[config.mk]
export PLATFORM = sky130hd
export DESIGN_NAME = bcd_range_counter
export DESIGN_NICKNAME = d
export VERILOG_FILES = /design/src/rtl/bcd_range_counter.sv
export SDC_FILE = /design/constraint.sdc
export NUM_CORES = 1
export LEC_CHECK = 0
export ABC_AREA = 1
export CAP_MARGIN = 0
export CORE_ASPECT_RATIO = 0.7
export CORE_MARGIN = 2
export CORE_UTILIZATION = 35
export DETAILED_ROUTE_END_ITERATION = 12
export HOLD_SLACK_MARGIN = 0.12
export SLEW_MARGIN = 5
export SYNTH_ARGS = -nofsm -noshare
export SYNTH_HDL_FRONTEND = slang
export SYNTH_SLANG_ARGS = --single-unit
[constraint.sdc]
create_clock -name clk -period 1.3 [get_ports clk]
set_input_delay 0.195 -clock clk [delete_from_list [all_inputs] [get_ports clk]]
set_output_delay 0.195 -clock clk [all_outputs]
set_load 0.05 [all_outputs]
[src/rtl/bcd_range_counter.sv]
// bcd_range_counter: N-digit BCD counter over [MIN_VAL..MAX_VAL] with wrap-around,
// up/down stepping, synchronous clear, validated parallel load, and same-cycle
// carry/borrow strobes for cascading time-keeping stages.
module bcd_range_counter #(
  parameter int NUM_DIGITS = 2,
  parameter int MIN_VAL    = 0,
  parameter int MAX_VAL    = 59,
  parameter int RESET_VAL  = 0
) (
  input  logic                    clk,
  input  logic                    rst,
  input  logic                    clr,
  input  logic                    load,
  input  logic [4*NUM_DIGITS-1:0] load_val,
  input  logic                    en,
  input  logic                    up,
  input  logic                    down,
  output logic [4*NUM_DIGITS-1:0] count,
  output logic                    carry_o,
  output logic                    borrow_o,
  output logic                    load_err
);

  localparam int W = 4 * NUM_DIGITS;

  // Decimal integer to packed BCD; evaluated at elaboration for the range constants.
  function automatic logic [W-1:0] to_bcd(input int v);
    logic [W-1:0] r;
    int           x;
    r = '0;
    x = v;
    for (int i = 0; i < NUM_DIGITS; i++) begin
      r[4*i +: 4] = 4'(x % 10);
      x = x / 10;
    end
    return r;
  endfunction

  // True when every nibble is a legal decimal digit.
  function automatic logic digits_ok(input logic [W-1:0] v);
    logic ok;
    ok = 1'b1;
    for (int i = 0; i < NUM_DIGITS; i++) begin
      if (v[4*i +: 4] > 4'd9) ok = 1'b0;
    end
    return ok;
  endfunction

  // +1 with the carry rippling through digits that roll 9 -> 0.
  function automatic logic [W-1:0] bcd_inc(input logic [W-1:0] v);
    logic [W-1:0] r;
    logic         c;
    r = v;
    c = 1'b1;
    for (int i = 0; i < NUM_DIGITS; i++) begin
      if (c) begin
        if (r[4*i +: 4] == 4'd9) begin
          r[4*i +: 4] = 4'd0;
        end else begin
          r[4*i +: 4] = r[4*i +: 4] + 4'd1;
          c = 1'b0;
        end
      end
    end
    return r;
  endfunction

  // -1 with the borrow rippling through digits that roll 0 -> 9.
  function automatic logic [W-1:0] bcd_dec(input logic [W-1:0] v);
    logic [W-1:0] r;
    logic         b;
    r = v;
    b = 1'b1;
    for (int i = 0; i < NUM_DIGITS; i++) begin
      if (b) begin
        if (r[4*i +: 4] == 4'd0) begin
          r[4*i +: 4] = 4'd9;
        end else begin
          r[4*i +: 4] = r[4*i +: 4] - 4'd1;
          b = 1'b0;
        end
      end
    end
    return r;
  endfunction

  localparam logic [W-1:0] MIN_BCD   = to_bcd(MIN_VAL);
  localparam logic [W-1:0] MAX_BCD   = to_bcd(MAX_VAL);
  localparam logic [W-1:0] RESET_BCD = to_bcd(RESET_VAL);

  logic           step_up;
  logic           step_dn;
  logic           at_max;
  logic           at_min;
  logic           load_ok;
  logic [W-1:0]   count_nxt;
  logic           err_nxt;

  // Contradictory direction requests cancel; valid BCD orders like its decimal value,
  // so range checks can compare the packed words directly once the digits are legal.
  assign step_up = en & up & ~down;
  assign step_dn = en & down & ~up;
  assign at_max  = (count == MAX_BCD);
  assign at_min  = (count == MIN_BCD);
  assign load_ok = digits_ok(load_val) && (load_val >= MIN_BCD) && (load_val <= MAX_BCD);

  // Strobes fire in the wrap cycle itself so the next stage steps on the same edge;
  // clr/load pre-empt the step and reset holds them low.
  assign carry_o  = step_up & at_max & ~clr & ~load & ~rst;
  assign borrow_o = step_dn & at_min & ~clr & ~load & ~rst;

  // Next-state selection with priority clr > load > step > hold.
  always_comb begin
    // NOTE: defaults first so every path assigns both outputs and no latch is inferred.
    count_nxt = count;
    err_nxt   = 1'b0;
    if (clr) begin
      count_nxt = RESET_BCD;
    end else if (load) begin
      if (load_ok) count_nxt = load_val;
      else         err_nxt   = 1'b1;
    end else if (step_up) begin
      count_nxt = at_max ? MIN_BCD : bcd_inc(count);
    end else if (step_dn) begin
      count_nxt = at_min ? MAX_BCD : bcd_dec(count);
    end
  end

  // Count and load-error registers; reset forces RESET_VAL immediately.
  always_ff @(posedge clk or posedge rst) begin
    // NOTE: non-blocking assignments so every register samples pre-edge values.
    if (rst) begin
      count    <= RESET_BCD;
      load_err <= 1'b0;
    end else begin
      count    <= count_nxt;
      load_err <= err_nxt;
    end
  end

endmodule

-- Word-level counts from Yosys, hierarchy flattened
Index checks and enable logic that the tools add are counted.
- flip-flop bits (word level): 9
- bits of input ports: 15
- output and inout bits: 11
- word-level logic and storage cells: 69
- add/subtract/negate cells: 4
- order comparisons: 4
- equality and inequality tests: 5
- mux-type cells: 27
- bitwise operators: 17
- reduce and logical (&&, ||, !) cells: 9
- operator list (cell ; count):
    $mux 8 ; 7
    $mux 4 ; 6
    $mux 1 ; 14
    $and 1x1->1 ; 12
    $add 4x1->4 const B ; 2
    $eq 4x4->1 const B ; 2
    $eq 8x7->1 const B ; 1
    $ge 8x1->1 const B ; 1
    $gt 4x4->1 const B ; 2
    $le 8x7->1 const B ; 1
    $logic_not 4->1 ; 2
    $logic_not 8->1 ; 1
    $sub 4x1->4 const B ; 2
    $ne 5x3->1 const B ; 1
    $not 1->1 ; 5
    $reduce_bool 5->1 ; 1
    $reduce_and 4->1 ; 1
    $reduce_bool 4->1 ; 1
    $ne 3x2->1 const B ; 1
    $logic_and 1x1->1 ; 2
    $reduce_and 2->1 ; 1

-- Logic depth before layout (Yosys ltp)
- word-level depth: 12
- gate-level depth with buffers: 10
- mapped depth without buffers: 9

-- Least setup slack after synthesis
No wires, ideal clock.
- path type: reg2out
- from: reg count[1]
- to: out borrow_o
- data arrival time: 2.218 ns
- data required time: 1.105 ns
- path slack: -1.113 ns
- stages on the path, launching flop included: 5
- path buffers: 0
- cells stage by stage: dfrtp_1 inv_1 ha_1 nand3_4 nor3_1
- word-level cells in the longest chain between the ends: 5
- ends and longest elaborated chain (item ; RTL line ; source):
    start, declared ; 18 ; output logic [4*NUM_DIGITS-1:0] count,
    start signal, assigned ; 136 ; count <= count_nxt;
    $logic_not 8->1 ; 104 ; assign at_min = (count == MIN_BCD);
    $and 1x1->1 (4 in series) ; 110 ; assign borrow_o = step_dn & at_min & ~clr & ~load & ~rst;
    end, declared ; 20 ; output logic borrow_o,
Every way passes these cells.

-- Worst setup path after layout
- from: reg count[5]
- to: out borrow_o
The elaborated chain is that of the path after synthesis.

==> reports/qor.yml <==
r2r_start: "count[0]"
dieArea_um2: 3060
r2r-end: "count[4]"
hold_violations: 0
status: "finished, violations left"
yosys.area_share.simple_pct: 50.20
antenna_found_initial: 0
dr.pass1.iters: 4
grt_pass1_vias: 1178
track_usage_pct: 23.18
synthXorXnorAreaFrac_pct: 0.9524
drive_gt1_share_pct: 57.69
grt_pass1_wl_um: 5319
crit_type: "reg -> out"
n_antenna_cell: 0
min_path_type: "in -> async"
drt_iter0_markers: 77
io_buffers: 25
syn_nets: 161
die_w_um: 65.27
cp.arrival_ps: 1480
routed_via_density: 4.979
ys.warnings.count: 0
clkLatencyLatePin_ps: 230
core_um2: 2477
drcViolationCount: 0
dpl.hpwl_um: 2604
cts_root_buf: "clkbuf_8"
synth.most_common_cell: "nand2_1"
pwr_density_cell_nw_per_um2: 1102
cts_buffers: 3
startpoint_type: "flop"
async_flop_share_pct: 100.0
post-synth-top-area-fraction_pct: 24.49
synthCells: 143
gp_congestion: 0.8401
layout.nets: 227
cts_sinks: 9
vias: 1205
drv_cap: 0
clock.fmax_ghz: 0.5969
cp_max_fo: 3
rsz0062_at_grt: "yes"
wl_um: 3521
yosys.cell_types.count: 26
grt-ovfl-total: 0
endpoint_kind: "output pin"
synthAdderAreaFrac_pct: 4.082
grt_max_degree: 10
clkTransAtPathRegs_ps: 40
cts_tree: "done"
worst-r2r-cell-count: 9
ys_top_cells_by_area: "dfrtp_1 (24%), nand2_1 (15%), nand3_1 (10%), inv_1 (5.7%), or2_2 (4.8%)"
violations: "negative setup slack"
period_share_pct: 128.9
timing.slew.headroom_pct: 83.49
dieHeight_um: 46.89
rows: 15
worst_pin_slew_ps: 246.8
cts_buffer_depth: 2
antenna_left: 0
num_io_pins: 26
fin_ws_ps: -375.4
vdd_drop_max_uv: 784.0
synth_ff_type: "dfrtp_1"
synth_top_family_by_area: "simple AND/OR/NAND/NOR gates"
hold_slack_ps: 398.9
area_growth_pct: 111.8
final_core_util_pct: 78.64
drv_slew: 0
wl_per_cell_um: 14.55
netlist_area_um2: 919.6
ys_top_cells_by_count: "nand2_1 (37), nand3_1 (19), inv_1 (14)"
setup_violations: 10
finalClockSkew_ps: 1.296
min_period_ps: 1675
leakagePower_nw: 0.8720
cts_max_level: 1
required_ps: 1110
initial_core_util_pct: 37.12
yosysTopAreaCell: "dfrtp_1"
synth-seq-cells: 9
synth_compound_area_share_pct: 11.70
synthMuxAreaShare_pct: 0
synth_edf_count: 0
avgSynthCellArea_um2: 6.431
r2r_setup_slack_ps: -210
ys_seq_area_share_pct: 24.49
==> cell usage in the layout, fill, tap and decap left out, types with 5 or more instances in the layout <==
cell type and count:
nor2_1 5, dlygate4sd2_1 5, nand2_1 31, dfrtp_2 8, buf_4 33, nor2_4 5, o21ai_1 8, nand3_2 7
inv_2 5, clkdlybuf4s50_1 9, a21oi_2 5, buf_12 13, buf_6 5, nand3_1 11, or2_2 7, nand3_4 6
nand2_4 6, inv_1 9
==> cell type report <==
type | instances | area, um2
multi-input cells | 114 | 862.1
repair buffers | 65 | 698.2
fillers | 189 | 529.3
flip-flops and latches | 9 | 235.2
inverters | 16 | 65.06
clock buffers | 4 | 45.04
well taps | 34 | 42.54
==> timing repair <==
item,in CTS,in global routing
setup endpoints to repair,10,10
cloned,0,0
pin swaps,18,14
gates resized for setup,34,18
setup buffers,5,5
hold buffers,0,0
==> per-stage QoR <==
step	TNS, ps	cells	area, um2	total power [W]	worst slack (ps)
after floorplan	-1471	143	1044	0.001035	-404.7
after global placement	-2840	229	1639	0.001540	-329.3
after detailed placement	-3218	229	1639	0.001570	-380.2
after CTS	-1021	238	1844	0.002002	-295.8
after global routing	-2391	242	1948	0.002261	-449.1
final	-1693	242	1948	0.002147	-375.4
==> layer usage <==
metal	up-vias	global-route usage [%]	part of all wire, %
li1	597	-	-
met1	559	33.24	48
met2	45	39.18	45
met3	4	0.9592	5.6
met4	0	6.667	1.1
met5	-	0	0
==> critical path: stages, from the launching register on <==
cell and delay (ps):
dfrtp_2 430, nor2_4 120, nand2_2 90, nor2_2 110, nand3_2 100, nor3_4 230
buf_12 160
==> state kept, by name, summed over array words and instances, names as in the netlist <==
name      count
load_err      1
count         8
==> kinds of logic (layout without fill, tap and decap cells) <==
kind of cell             Yosys count  in the layout
flip-flops                         9              9
buffers and inverters             20             85
XOR/XNOR                           1              1
adder cells (fa/ha/maj)            3              3
AO/OA/AOI/OAI                     20             20
AND/OR/NAND/NOR                   90             90
==> power breakdown <==
part           internal (W)  leakage (nW)  switching, W
combinational      0.000684         0.744      0.000751
clock              0.000214        0.0228      0.000109
sequential         0.000334         0.106     0.0000563
total               0.00123         0.872      0.000916
==> worst max-delay path by stage <==
stage | start | to | cells past startpoint
5_1_grt | count[5] | borrow_o | 6
3_3_place_gp | load | count[3] | 8
6_report | count[5] | borrow_o | 6
3_5_place_dp | up | count[2] | 8
2_1_floorplan | count[5] | borrow_o | 6
4_1_cts | count[5] | borrow_o | 6
Power figures use the tool's default switching activity.
